File: config.mk
export PLATFORM = sky130hd
export DESIGN_NAME = ls_gate_pipe_n
export DESIGN_NICKNAME = d
export VERILOG_FILES = /design/src/rtl/ls_gate_pipe_n.sv
export SDC_FILE = /design/constraint.sdc
export NUM_CORES = 1
export LEC_CHECK = 0
export CAP_MARGIN = 20
export CORE_MARGIN = 2
export CORE_UTILIZATION = 44
export CTS_BUF_LIST = sky130_fd_sc_hd__clkbuf_4 sky130_fd_sc_hd__clkbuf_8 sky130_fd_sc_hd__clkbuf_16
export DETAILED_ROUTE_END_ITERATION = 8
export GPL_TIMING_DRIVEN = 1
export MAX_ROUTING_LAYER = met4
export PLACE_DENSITY = 0.88
export SETUP_SLACK_MARGIN = 0.2
export SKIP_CTS_REPAIR_TIMING = 1
export SLEW_MARGIN = 20
export SYNTH_ARGS = -nofsm -noshare
export SYNTH_HDL_FRONTEND = slang
export SYNTH_SLANG_ARGS = --single-unit
File: constraint.sdc
create_clock -name clk -period 0.85 [get_ports clk]
set_input_delay 0.2125 -clock clk [delete_from_list [all_inputs] [get_ports clk]]
set_output_delay 0.2125 -clock clk [all_outputs]
set_load 0.05 [all_outputs]
File: src/rtl/ls_gate_pipe_n.sv
// Bank of CHANNELS 2-input gates sharing one run-time function, followed by a
// clock-enabled register pipeline STAGES deep with a saturating fill counter.
module ls_gate_pipe_n #(
  parameter int CHANNELS = 4,
  parameter int STAGES   = 1
) (
  input  logic                clk,
  input  logic                rst,
  input  logic                ce,
  input  logic                flush,
  input  logic [2:0]          fn,
  input  logic [CHANNELS-1:0] a,
  input  logic [CHANNELS-1:0] b,
  input  logic                oe,
  output logic [CHANNELS-1:0] y,
  output logic                vld
);

  localparam int FW = $clog2(STAGES + 1);

  typedef enum logic [2:0] {
    FN_OR   = 3'b000,
    FN_NOR  = 3'b001,
    FN_AND  = 3'b010,
    FN_NAND = 3'b011,
    FN_XOR  = 3'b100,
    FN_XNOR = 3'b101,
    FN_A    = 3'b110,
    FN_NA   = 3'b111
  } gate_fn_e;

  gate_fn_e            fn_sel;
  logic [CHANNELS-1:0] gate_y;
  logic [CHANNELS-1:0] pipe [STAGES];
  logic [FW-1:0]       fill;

  assign fn_sel = gate_fn_e'(fn);

  // NOTE: combinational block assigns a default first so no path can infer a latch.
  always_comb begin
    gate_y = '0;
    case (fn_sel)
      FN_OR:   gate_y = a | b;
      FN_NOR:  gate_y = ~(a | b);
      FN_AND:  gate_y = a & b;
      FN_NAND: gate_y = ~(a & b);
      FN_XOR:  gate_y = a ^ b;
      FN_XNOR: gate_y = ~(a ^ b);
      FN_A:    gate_y = a;
      FN_NA:   gate_y = ~a;
      default: gate_y = '0;
    endcase
  end

  // NOTE: non-blocking assignments let pipe[i] take the pre-edge pipe[i-1];
  // the pipeline array is reset explicitly because Y must read zero on reset.
  always_ff @(posedge clk or posedge rst) begin
    if (rst) begin
      for (int i = 0; i < STAGES; i++) pipe[i] <= '0;
      fill <= '0;
    end else if (flush) begin
      for (int i = 0; i < STAGES; i++) pipe[i] <= '0;
      fill <= '0;
    end else if (ce) begin
      pipe[0] <= gate_y;
      for (int i = 1; i < STAGES; i++) pipe[i] <= pipe[i-1];
      if (fill != FW'(STAGES)) fill <= fill + FW'(1);
    end
  end

  // Output enable gates only the visible result, never the stored data.
  assign y   = oe ? pipe[STAGES-1] : '0;
  assign vld = (fill == FW'(STAGES));

endmodule

==> results of run 1 <==
[power breakdown]
part / switching (mW) / internal [mW] / total (mW) / leakage [nW]
Combinational: 0.241 / 0.290 / 0.531 / 0.469
Sequential: 0.0126 / 0.259 / 0.271 / 0.0646
Clock: 0.122 / 0.211 / 0.333 / 0.0184
[cell families after synthesis]
| group | Yosys count |
|---|---|
| fa+ha+maj | 8 |
| mux | 4 |
| buf+inv | 16 |
| xor+xnor | 2 |
| flops | 5 |
| simple gates | 27 |
| compound gates | 11 |
[routing by layer]
| layer | track usage [%] | wire, um | part of all wire [%] | up-vias |
|---|---|---|---|---|
| met5 | - | 0 | 0 | - |
| met4 | 10.48 | 51 | 2.7 | 0 |
| met3 | 3.191 | 162 | 8.6 | 7 |
| met2 | 42.19 | 1032 | 55 | 52 |
| met1 | 22.15 | 646 | 34 | 304 |
| li1 | - | - | - | 308 |
[worst max-delay path by stage]
stage                   startpoint                  end  slack, ps  cells past startpoint
5_1_grt                       a[1]  pipe[1]$_DFFE_PP0P_       -350                      6
4_1_cts                       b[1]  pipe[1]$_DFFE_PP0P_       -890                      6
6_report       pipe[1]$_DFFE_PP0P_                 y[1]       -300                      2
2_1_floorplan                 b[1]  pipe[1]$_DFFE_PP0P_       -370                      5
3_3_place_gp                  b[3]  pipe[3]$_DFFE_PP0P_      -1080                      6
3_5_place_dp                  b[1]  pipe[1]$_DFFE_PP0P_      -1130                      6
[state kept, by name, summed over array words and instances, names as in the netlist]
| register | cells |
|---|---|
| vld | 1 |
| pipe | 4 |
[synth_stat cells]
cell type   n  area share [%]
and2_1      4             4.1
nand4_1     2             2.0
mux4_2      1             3.7
ha_1        8              16
nand2_1     4             2.5
a21o_1      2             2.5
buf_6       1             1.8
a21oi_1     4             3.3
o21ai_0     3             2.5
xor2_1      2             2.9
clkbuf_1    1            0.61
mux2i_1     2             3.3
nor3_1      1            0.82
nor2_1      6             3.7
buf_2       2             1.6
nand2b_1    2             2.0
inv_1      12             7.4
dfrtp_1     5              20
nor4bb_1    2             3.3
nor3b_1     4             4.9
and4bb_2    2             4.1
mux4_1      1             4.3
a31oi_1     2             2.0
[layout make-up]
| cell class | count | area [sq um] | area share [%] |
|---|---|---|---|
| clock buffers | 4 | 30.03 | 2.606 |
| inverters | 12 | 97.59 | 8.469 |
| multi-input cells | 52 | 515.5 | 44.73 |
| flip-flops and latches | 5 | 126.4 | 10.97 |
| well taps | 15 | 18.77 | 1.629 |
| repair buffers | 30 | 364.1 | 31.60 |
==> results.py, run 1 <==
metrics = {
    "yosys": {
        "synthMuxAreaShare_pct": 11.25,
        "yosys.area_share.simple_pct": 27.40,
        "synth_cell_types": 23,
        "seq_area_frac_synth_pct": 20.45,
        "syn_area_sq_um": 611.8,
        "synth_adder_area_share_pct": 16.36,
        "synth_compound_area_share_pct": 10.22,
        "ys_ff_latch": 5,
        "syn_inst": 73,
        "synth-xor-area-share_pct": 2.863,
        "avgSynthCellArea_sq_um": 8.381,
        "syn_nets": 97,
        "yosys_warnings": 0,
        "synth_top_family_by_area": "simple AND/OR/NAND/NOR gates",
    },
    "placement": {
        "numPlacedInstances": 113,
        "place_ws_ps": -1131,
        "gp_congestion": 0.8189,
        "placed_area_sq_mm": 0.001031,
        "port_buffers": 20,
        "dp_hpwl_mm": 1.232,
    },
    "routing": {
        "wire_per_inst_um": 16.03,
        "drt.antenna.violating_nets": 0,
        "wirelength_mm": 1.892,
        "drc": 0,
        "drtIter0Drc": 29,
        "vias": 671,
        "routed_via_density": 5.686,
        "dr.pass1.iters": 4,
    },
    "critical_path": {
        "critPathCaptureType": "output port",
        "critPathKind": "reg -> out",
        "timing.rr.end": "pipe[2]$_DFFE_PP0P_",
        "slowest_stage": "dfrtp_1",
        "path_delay_family": "flip-flops",
        "required_ps": 640,
        "crit_path_max_incr_delay_ps": 390,
        "r2r_start": "pipe[2]$_DFFE_PP0P_",
        "worst-path-buf-inv": 1,
        "crit_chain": "and2_4 > buf_12",
        "crit_fanout": 2,
        "worstSetupStartpointType": "flip-flop",
        "r2r_cells": 2,
        "rrSetupSlack_ps": 60,
        "cp_data_arrival_time_ps": 940,
    },
    "clock_network": {
        "cts.clk_slew.worst_paths_ps": 50,
        "clockRootBuffer": "clkbuf_4",
        "clock_sink_count": 5,
        "clk_latency_ps": 250,
        "cts_max_path_buffers": 2,
        "cts_tree": "built",
        "numCtsBuffers": 3,
        "htree_num_levels": 1,
    },
    "grt": {
        "grt_pass1_wl_mm": 2.373,
        "antenna_found_initial": 0,
        "gr-total-overflow": 0,
        "grt_usage_pct": 22.29,
        "grt_max_degree": 11,
        "grt_pass1_vias": 595,
    },
    "timing": {
        "fin_tns_setup_ps": -2282,
        "grt_setup_unrepaired": "yes",
        "fin_crit_sh_pct": 135.2,
        "fin_ws_ps": -298.9,
        "slew_violations": 0,
        "max_slew_margin_pct": 78.47,
        "timing.fmax_ghz": 0.8704,
        "setup-violations-final": 9,
        "layout_min_cycle_time_ps": 1149,
        "hold_viol_final": 0,
        "hold_ws_ps": 158.8,
        "clock-skew-final_ps": 0,
        "tightest_slew_ps": 318.7,
    },
    "floorplanning": {
        "initial_core_util_pct": 47.02,
        "core-area_sq_mm": 0.001301,
        "dieArea_sq_mm": 0.001705,
        "row_count": 13,
        "die_y_um": 41.29,
        "fp.dieW_um": 41.29,
        "ioPinCount": 21,
    },
    "outcome": {
        "status": "finished, violations left",
        "violations": "negative setup slack",
    },
    "worst_hold_path": {
        "hp-class": "in -> async",
    },
    "cells_and_area": {
        "diodes": 0,
        "nets": 128,
        "fillers": 58,
        "area_delta_synth_final_pct": 88.34,
        "mostFrequentLayoutCell": "buf_4",
        "post-route-util_pct": 88.56,
        "drive_gt1_share_pct": 55.34,
        "layoutNonFillerInstCount": 118,
        "fin_area_sq_mm": 0.001152,
        "layout_common_cells": "buf_4 (10), buf_12 (7), nor2_1 (6)",
    },
    "pwr": {
        "p_leak_nw": 0.5524,
        "ir_drop_uv": 545.5,
        "finalPower_mw": 1.135,
        "power.density_mw_per_mm2": 984.9,
    },
    "run": {
        "maxCapViolCount": 0,
    },
}
Note: power is estimated with default switching activity, not from simulation.
==> run 2, diff against run 1 <==
--- a/config.mk
+++ b/config.mk
@@ -5,7 +5,7 @@
 export SDC_FILE = /design/constraint.sdc
 export NUM_CORES = 1
 export LEC_CHECK = 0
-export CAP_MARGIN = 20
+export CAP_MARGIN = 25
 export CORE_MARGIN = 2
 export CORE_UTILIZATION = 44
 export CTS_BUF_LIST = sky130_fd_sc_hd__clkbuf_4 sky130_fd_sc_hd__clkbuf_8 sky130_fd_sc_hd__clkbuf_16
@@ -19,3 +19,4 @@
 export SYNTH_ARGS = -nofsm -noshare
 export SYNTH_HDL_FRONTEND = slang
 export SYNTH_SLANG_ARGS = --single-unit
+export TNS_END_PERCENT = 10
==> run 2 against run 1 <==
Net effect: the run still ends with negative setup slack left; critical path depth grew 4; maximum frequency is 0.45% lower; cell count fell by 0.85%; setup slack got worse by 5.2 ps; non-clock buffer count down 1; highest routed layer unchanged; design area decreased by 10%; critical endpoint is now pipe[1]$_DFFE_PP0P_.
==> results.py, run 2 (synthesis gave the netlist of run 1 again) <==
metrics = {
    "timing": {
        "setup-violations-final": 9,
        "grt_setup_unrepaired": "yes",
        "hold_viol_final": 0,
        "timing.fmax_ghz": 0.8665,
        "hold_ws_ps": 173.2,
        "fin_ws_ps": -304.1,
        "tightest_slew_ps": 371.1,
        "slew_violations": 0,
        "max_slew_margin_pct": 75.22,
        "layout_min_cycle_time_ps": 1154,
        "fin_crit_sh_pct": 135.8,
        "clock-skew-final_ps": 0,
    },
    "floorplanning": {
        "die_y_um": 41.29,
        "ioPinCount": 21,
        "fp.dieW_um": 41.29,
        "row_count": 13,
        "core-area_sq_mm": 0.001301,
        "initial_core_util_pct": 47.02,
        "dieArea_sq_mm": 0.001705,
    },
    "cells_and_area": {
        "largest_reg_flops": 4,
        "mostFrequentLayoutCell": "buf_4",
        "layoutNonFillerInstCount": 117,
        "layout_common_cells": "buf_4 (10), nor2_1 (6), buf_12 (6)",
        "diodes": 0,
        "post-route-util_pct": 79.71,
        "area_delta_synth_final_pct": 69.53,
        "drive_gt1_share_pct": 49.02,
        "top_register": "pipe",
        "fillers": 88,
        "seq_area_sq_um": 125.1,
        "nets": 127,
        "multi_input_area_sq_um": 485.5,
    },
    "clock_network": {
        "cts.clk_slew.worst_paths_ps": 50,
        "clock_sink_count": 5,
        "htree_num_levels": 1,
        "cts_max_path_buffers": 2,
        "clockRootBuffer": "clkbuf_4",
        "clk_latency_ps": 240,
        "cts_tree": "built",
        "numCtsBuffers": 3,
    },
    "critical_path": {
        "crit_path_max_incr_delay_ps": 470,
        "worst-path-stages": 6,
        "path_delay_family": "multiplexers",
        "slowest_stage": "mux4_2",
        "cp_data_arrival_time_ps": 1270,
        "crit_chain": "buf_12 > inv_12 > ha_4 > mux4_2 > mux2i_1 > o21ai_1",
        "worstSetupStartpointType": "input port",
        "r2r_cells": 2,
        "critPathKind": "in -> reg",
        "crit_fanout": 2,
        "worst-path-buf-inv": 2,
        "required_ps": 960,
        "critPathCaptureType": "flip-flop",
    },
    "routing": {
        "vias": 625,
        "routed_via_density": 5.342,
        "drc": 0,
        "drtIter0Drc": 8,
        "drt.antenna.violating_nets": 0,
        "dr.pass1.iters": 4,
        "wirelength_mm": 1.543,
        "wire_per_inst_um": 13.19,
    },
    "pwr": {
        "p_leak_nw": 0.5378,
        "ir_drop_uv": 727.4,
        "finalPower_mw": 1.027,
        "netSwitchingFraction_pct": 30.94,
        "p_seq_share_pct": 26.4,
        "power.density_mw_per_mm2": 990.6,
        "combPwrFrac_pct": 44.0,
        "p_int_mw": 0.7095,
        "pwr-share-clk_pct": 29.6,
        "switching_power_mw": 0.3179,
    },
    "placement": {
        "numPlacedInstances": 113,
        "port_buffers": 20,
        "gp_congestion": 0.7955,
        "dp_hpwl_mm": 1.187,
    },
    "run": {
        "maxCapViolCount": 0,
    },
    "grt": {
        "antenna_found_initial": 0,
        "gr-total-overflow": 0,
        "grt_max_degree": 12,
        "grt_pass1_vias": 590,
        "grt_pass1_wl_mm": 2.325,
        "grt_usage_pct": 20.94,
    },
    "outcome": {
        "violations": "negative setup slack",
        "status": "finished, violations left",
    },
    "worst_hold_path": {
        "hp-class": "in -> async",
    },
}
-- run 2: path summary, 6_finish.rpt --
path                                      from                   to  slack, ps
max in group asynchronous                  rst      vld$_DFFE_PP0P_        510
max reg2reg                pipe[0]$_DFFE_PP0P_  pipe[0]$_DFFE_PP0P_         80
min                                        rst  pipe[2]$_DFFE_PP0P_        170
min in group clk                            ce  pipe[1]$_DFFE_PP0P_        270
max                                       b[1]  pipe[1]$_DFFE_PP0P_       -300
min reg2reg                pipe[3]$_DFFE_PP0P_  pipe[3]$_DFFE_PP0P_        510
-- run 2: area by class of cell --
type                            count  area share [%]
Sequential cell                     5           12.06
Inverter                           12           6.031
Clock buffer                        4           2.895
Timing Repair Buffer               29           30.40
Tap cell                           15           1.809
Multi-Input combinational cell     52           46.80
-- run 2: metrics by stage --
stage | area (sq um) | setup slack, ps | TNS (ps)
2_1_floorplan | 648.1 | -370.8 | -1759
5_1_grt | 1037 | -350.2 | -2608
3_3_place_gp | 959.7 | -1065 | -5729
3_5_place_dp | 959.7 | -1131 | -5927
6_report | 1037 | -304.1 | -2337
4_1_cts | 989.7 | -893.6 | -4940
-- run 2: metal layers --
layer | share of wire [%] | vias up | wire (um) | global-route usage [%]
met5 | 0 | - | 0 | -
met4 | 2.3 | 0 | 35 | 2.419
met3 | 4.7 | 4 | 72 | 3.723
met2 | 54 | 22 | 840 | 41.02
met1 | 39 | 294 | 595 | 22.22
li1 | - | 305 | - | -
-- run 2: power groups by stage --
stage	clock network [mW]	registers (mW)	logic, mW
2_1_floorplan	0	0.279	0.210
3_3_place_gp	0	0.271	0.408
3_5_place_dp	0	0.273	0.425
4_1_cts	0.310	0.270	0.429
5_1_grt	0.330	0.272	0.491
6_report	0.304	0.271	0.452
==> run 3, diff against run 2 <==
--- a/config.mk
+++ b/config.mk
@@ -10,6 +10,7 @@
 export CORE_UTILIZATION = 44
 export CTS_BUF_LIST = sky130_fd_sc_hd__clkbuf_4 sky130_fd_sc_hd__clkbuf_8 sky130_fd_sc_hd__clkbuf_16
 export DETAILED_ROUTE_END_ITERATION = 8
+export GPL_ROUTABILITY_DRIVEN = 0
 export GPL_TIMING_DRIVEN = 1
 export MAX_ROUTING_LAYER = met4
 export PLACE_DENSITY = 0.88
==> constraint.sdc (replaced) <==
create_clock -name clk -period 0.85 [get_ports clk]
set_input_delay 0.2125 -clock clk [delete_from_list [all_inputs] [get_ports clk]]
set_output_delay 0.2125 -clock clk [all_outputs]
set_load 0.005 [all_outputs]
==> run 3 against run 2 <==
Net effect: largest cell class unchanged; cell count rose by 0.85%; combinational power down 17%; the run still ends with negative setup slack left; largest power group unchanged; critical path type unchanged; first-iteration DRC count grew 50%; non-clock buffer count rose by 1; worst hold slack gained 1.2 ps.
==> results.py, run 3 (synthesis gave the netlist of run 1 again) <==
metrics = {
    "routing": {
        "wirelength_mm": 1.471,
        "drc": 0,
        "drtIter0Drc": 12,
        "drt.antenna.violating_nets": 0,
        "dr.pass1.iters": 4,
        "routed_via_density": 5.212,
        "wire_per_inst_um": 12.47,
        "vias": 615,
    },
    "timing": {
        "layout_min_cycle_time_ps": 1146,
        "fin_crit_sh_pct": 134.8,
        "setup-violations-final": 10,
        "clock-skew-final_ps": 0,
        "slew_violations": 0,
        "max_slew_margin_pct": 77.00,
        "grt_setup_unrepaired": "yes",
        "fin_tns_setup_ps": -1975,
        "timing.fmax_ghz": 0.8727,
        "hold_ws_ps": 174.4,
        "hold_viol_final": 0,
        "tightest_slew_ps": 344.5,
        "fin_ws_ps": -295.9,
    },
    "clock_network": {
        "clk_latency_ps": 240,
        "cts_tree": "built",
        "cts_max_path_buffers": 2,
        "htree_num_levels": 1,
        "clock_sink_count": 5,
        "cts.clk_slew.worst_paths_ps": 40,
        "clockRootBuffer": "clkbuf_4",
        "numCtsBuffers": 3,
    },
    "placement": {
        "dp_hpwl_mm": 1.146,
        "port_buffers": 20,
    },
    "pwr": {
        "power.density_mw_per_mm2": 958.1,
        "ir_drop_uv": 537.7,
        "p_leak_nw": 0.5013,
    },
    "cells_and_area": {
        "drive_gt1_share_pct": 46.60,
        "area_delta_synth_final_pct": 61.55,
        "seq_area_sq_um": 125.1,
        "top_register": "pipe",
        "fillers": 100,
        "mostFrequentLayoutCell": "buf_4",
        "diodes": 0,
        "nets": 128,
        "largest_reg_flops": 4,
        "multi_input_area_sq_um": 473.0,
        "layout_common_cells": "buf_4 (9), buf_6 (7), clkbuf_2 (7)",
    },
    "floorplanning": {
        "row_count": 13,
        "initial_core_util_pct": 47.02,
        "die_y_um": 41.29,
        "fp.dieW_um": 41.29,
        "dieArea_sq_mm": 0.001705,
        "core-area_sq_mm": 0.001301,
        "ioPinCount": 21,
    },
    "critical_path": {
        "required_ps": 970,
        "worst-path-buf-inv": 2,
        "critPathKind": "in -> reg",
        "rrSetupSlack_ps": 100,
        "path_delay_family": "multiplexers",
        "worstSetupStartpointType": "input port",
        "crit_fanout": 2,
        "timing.rr.end": "pipe[0]$_DFFE_PP0P_",
        "critPathCaptureType": "flip-flop",
        "r2r_cells": 2,
        "crit_chain": "buf_12 > inv_12 > ha_4 > mux4_2 > mux2i_1 > o21ai_1",
        "r2r_start": "pipe[0]$_DFFE_PP0P_",
        "crit_path_max_incr_delay_ps": 470,
        "slowest_stage": "mux4_2",
        "cp_data_arrival_time_ps": 1270,
    },
    "outcome": {
        "violations": "negative setup slack",
        "status": "finished, violations left",
    },
    "run": {
        "maxCapViolCount": 0,
    },
    "grt": {
        "grt_pass1_vias": 522,
        "antenna_found_initial": 0,
        "gr-total-overflow": 0,
        "grt_usage_pct": 19.09,
        "grt_pass1_wl_mm": 2.049,
        "grt_max_degree": 12,
    },
    "worst_hold_path": {
        "hp-class": "in -> async",
    },
}
[run 3: cell types whose count changed in the layout (fill, tap and decap cells not counted), moves of 2 or more]
| cell | change |
|---|---|
| buf_6 | +5 |
| dlymetal6s2s_1 | -3 |
| clkbuf_2 | +2 |
| inv_2 | -3 |
| and2_1 | +3 |
| buf_12 | -5 |
| inv_4 | +3 |
| clkdlybuf4s50_1 | +2 |
| and2_4 | -3 |
[run 3: how the worst max path moves through the flow]
stage | start | endpoint | slack (ps) | depth (start not counted)
floorplan | b[1] | pipe[1]$_DFFE_PP0P_ | -370 | 5
global placement | b[1] | pipe[1]$_DFFE_PP0P_ | -1070 | 6
detailed placement | b[1] | pipe[1]$_DFFE_PP0P_ | -1110 | 6
CTS | b[1] | pipe[1]$_DFFE_PP0P_ | -870 | 6
global route | ce | pipe[1]$_DFFE_PP0P_ | -360 | 4
finish | b[1] | pipe[1]$_DFFE_PP0P_ | -300 | 6
[run 3: final cells by class]
type                    instances  share of cell area [%]
inverters                      12                   7.089
multi-input cells              52                   47.85
well taps                      15                   1.899
repair buffers                 30                   27.47
clock buffers                   4                   3.038
flip-flops and latches          5                   12.66
[run 3: stage by stage]
stage	util, %	power [mW]	instance area, sq um	std cells	setup slack, ps
2_1_floorplan	-	0.4437	648.1	73	-370.8
5_1_grt	75.96	1.005	988.4	118	-364.7
6_report	75.96	0.9471	988.4	118	-295.9
3_3_place_gp	70.48	0.6034	917.1	114	-1068
3_5_place_dp	70.48	0.6206	917.1	114	-1109
4_1_cts	72.79	0.9294	947.2	118	-874.5
[run 3: metal layers]
| metal | global-route usage, % | part of all wire, % | vias to the layer above |
|---|---|---|---|
| li1 | - | - | 306 |
| met1 | 19.87 | 38 | 276 |
| met2 | 35.55 | 53 | 26 |
| met3 | 1.596 | 6.6 | 7 |
| met4 | 9.677 | 2.5 | 0 |
| met5 | - | 0 | - |
[run 3: where the power goes]
group	internal (mW)	switching, mW	leakage [nW]	total [mW]
sequential	0.258	0.00810	0.0658	0.266
clock	0.209	0.0955	0.0184	0.305
combinational	0.217	0.159	0.417	0.376
==> patch 1: new RTL, flow settings as in run 1 <==
`CHANNELS`: 4 -> 3.
--- a/src/rtl/ls_gate_pipe_n.sv
+++ b/src/rtl/ls_gate_pipe_n.sv
@@ -2,5 +2,5 @@
 // clock-enabled register pipeline STAGES deep with a saturating fill counter.
 module ls_gate_pipe_n #(
-  parameter int CHANNELS = 4,
+  parameter int CHANNELS = 3,
   parameter int STAGES   = 1
 ) (
Interface: changed (resized a, b and y); port bits go from 21 to 18. The function was not compared with the original's and may differ.
==> patch 1 against run 1 <==
The flow still finishes with violations (negative setup slack); cell area is 18% lower; setup slack worse by 0.0029 ns; synthesized area is 21% lower; non-clock buffer count stayed put; first-iteration DRC count is 31% lower; global-route usage is 3.9 points higher; critical path type unchanged; sequential cell count is 1 lower; sequential share of layout area is 0.25 points lower; routed wire length is 5.1% higher; die area is 19% lower; cell count is 12% lower; power is 12% lower; hold slack better by 0.0025 ns.
==> patch 1: results (changes against run 1) <==
Met2 Use GR = 0.518 (+0.0957)
Total GRT Usage = 0.262 (+0.0388)
Met1 Usage GRT = 0.243 (+0.0211)
DRT iter0 DRCs = 20 (-31%)
Total Power = 0.00100 W (-12%)
Most common library cells after synthesis = 9 x inv_1, 6 x ha_1, 6 x nand2_1, 5 x xnor2_1
VDD IR-drop max = 0.692 mV (+27%)
WL final = 1990 µm (+5.1%)
Largest net degree at the start of global routing = 9 (-2)
Seq pwr = 0.000220 W (-19%)
Total Nets Final = 112 (-13%)
Switching Fraction = 0.337 (+0.00604)
TNS Setup = -1.75 ns (+0.528 ns)
Cell Area, Placed = 853 µm² (-17%)
GRT met3 Usage = 0.0427 (+0.0108)
Violated checks = negative setup slack
Syn_nets = 80 (-18%)
Register area share after synthesis = 0.207 (+0.00222)
Share of cells above drive strength 1 = 0.582 (+0.0290)
Number of global-route vias before repair = 590 (-0.84%)
WL met3 = 136 µm (-16%)
Clk pwr = 0.000300 W (-9.9%)
Syn Inst Count = 60 (-18%)
Hold WS = 0.161 ns (+0.00255 ns)
Status = finished, violations left
Final setup viols = 7 (-2)
LEAKAGE = 0.457 nW (-17%)
Fillers = 17 (-71%)
Fin worst setup slack = -0.302 ns (-0.00286 ns)
Wire length on met2 = 1100 µm (+7.0%)
Reg2reg path depth = 3 (+1)
Drt via density = 5.74 (+0.95%)
Sequential cell area = 101 µm² (-20%)
Synth top area cells = dfrtp_1 21%, ha_1 16%, xnor2_1 9.0%
Dpl ws = -0.993 ns (+0.137 ns)
R2R setup slack = -0.13 ns (-0.19 ns)
Reg2Reg Launch Point = pipe[2]
RePlAce Congestion = 0.761 (-7.1%)
Port-buffer cells = 17 (-15%)
Max reg flops = 3 (-1)
Dpl hpwl = 1160 µm (-6.0%)
Slew HR = 0.792 (+0.00720)
First-pass GRT wire length = 2470 µm (+4.1%)
Placed cells = 97 (-14%)
Final cell count without fillers = 104 (-12%)
[patch 1: cell type report]
type | instances | share of cell area
clock buffer | 4 | 0.0317
inverter | 9 | 0.0754
multi-input combinational | 44 | 0.448
sequential | 4 | 0.107
tap | 13 | 0.0172
timing repair buffer | 30 | 0.320
[patch 1: cells by family after synthesis]
kind of cell             share of synthesized area
flip-flops                                   0.207
AND/OR/NAND/NOR                              0.196
adder cells (fa/ha/maj)                      0.155
multiplexers                                0.0413
AO/OA/AOI/OAI                                0.165
buffers and inverters                        0.127
XOR/XNOR                                     0.109
[patch 1: worst reg2reg max path, cell delays in order, from the launching register on]
cell and delay, ns:
dfrtp_1 0.39, buf_4 0.15, buf_4 0.12, a32o_1 0.20
[patch 1: worst max path at each step]
stage,from,to,depth (start not counted)
final,pipe[2],y[2],2
after detailed placement,a[2],pipe[2],7
after CTS,a[2],pipe[2],7
after floorplan,a[2],pipe[2],6
after global routing,pipe[2],y[2],2
after global placement,a[2],pipe[2],7
==> patch 2: new RTL, settings of run 1 <==
Made on the original files. Make the reset (`rst`) synchronous in one clocked block.
--- a/src/rtl/ls_gate_pipe_n.sv
+++ b/src/rtl/ls_gate_pipe_n.sv
@@ -55,5 +55,5 @@
   // NOTE: non-blocking assignments let pipe[i] take the pre-edge pipe[i-1];
   // the pipeline array is reset explicitly because Y must read zero on reset.
-  always_ff @(posedge clk or posedge rst) begin
+  always_ff @(posedge clk) begin
     if (rst) begin
       for (int i = 0; i < STAGES; i++) pipe[i] <= '0;
Behaviour: differs if rst is asserted again (counterexample within 4 cycles, from zero or initial values and one cycle with rst high); with rst held inactive, the same outputs for 10 cycles.
==> patch 2 against run 1 <==
The flow now stops in global routing; synthesized area grew 3.3%.
==> patch 2: results (changes against run 1) <==
Synth warn = 0 (unchanged)
Worst EP kind = top-level output
Status = aborted with a tool error
Synth top area cells = edfxtp_1 19%, ha_1 16%, o2bb2ai_1 8.3%
Number of flops mapped to enable cells by yosys = 4 (+4)
Dominant synthesized flop cell = edfxtp_1
Most common library cells after synthesis = 11 x inv_1, 8 x ha_1, 6 x o2bb2ai_1
Port-buffer cells = 20 (unchanged)
Largest net degree at the start of global routing = 12
Initial antenna violation count = 0
Ys async rst share = 0 (-1.00)
H-tree Lvls = 1 (unchanged)
Failing step = global routing
Distinct cells, synth = 26 (+13%)
Register area share after synthesis = 0.222 (+0.0173)
RePlAce Congestion = 0.835 (+2.0%)
Log Error = [ERROR DPL-0033] detailed placement checks failed during check placement.
Syn_nets = 95 (-2.1%)
CTS root buffer = clkbuf_4
Dpl ws = -0.942 ns (+0.188 ns)
Clock buffer depth = 2 (unchanged)
Dpl hpwl = 1400 µm (+14%)
Clock sinks = 5 (unchanged)
GRT repair_timing worst endpoint = y[2]
Num CTS Buffers = 3 (unchanged)
==> patch 2: cell count changes after synthesis, moves of 3 or more <==
cell | run 1 | this run
a21oi_1 | 4 | 0
o2bb2ai_1 | 0 | 6
a221oi_1 | 0 | 3
nor2_1 | 6 | 3
a22oi_1 | 0 | 3
dfrtp_1 | 5 | 0
nor2b_1 | 0 | 3
a22o_1 | 0 | 3
nor3b_1 | 4 | 0
edfxtp_1 | 0 | 4
==> patch 2: metrics by stage <==
step	hold slack, ns	std cells	setup TNS [ns]	util	cell area, µm²
2_1_floorplan	0.336	71	-1.22	-	713
3_3_place_gp	0.463	115	-7.11	0.785	1030
3_5_place_dp	0.476	115	-7.50	0.785	1030
4_1_cts	0.502	119	-5.46	0.808	1060
==> patch 2: cells by family after synthesis <==
logic type	after synthesis	share of synthesized area
buffers and inverters	14	0.113
AO/OA/AOI/OAI	21	0.277
XOR/XNOR	2	0.0277
adder cells (fa/ha/maj)	8	0.158
AND/OR/NAND/NOR	18	0.154
flip-flops	5	0.222
multiplexers	3	0.0475
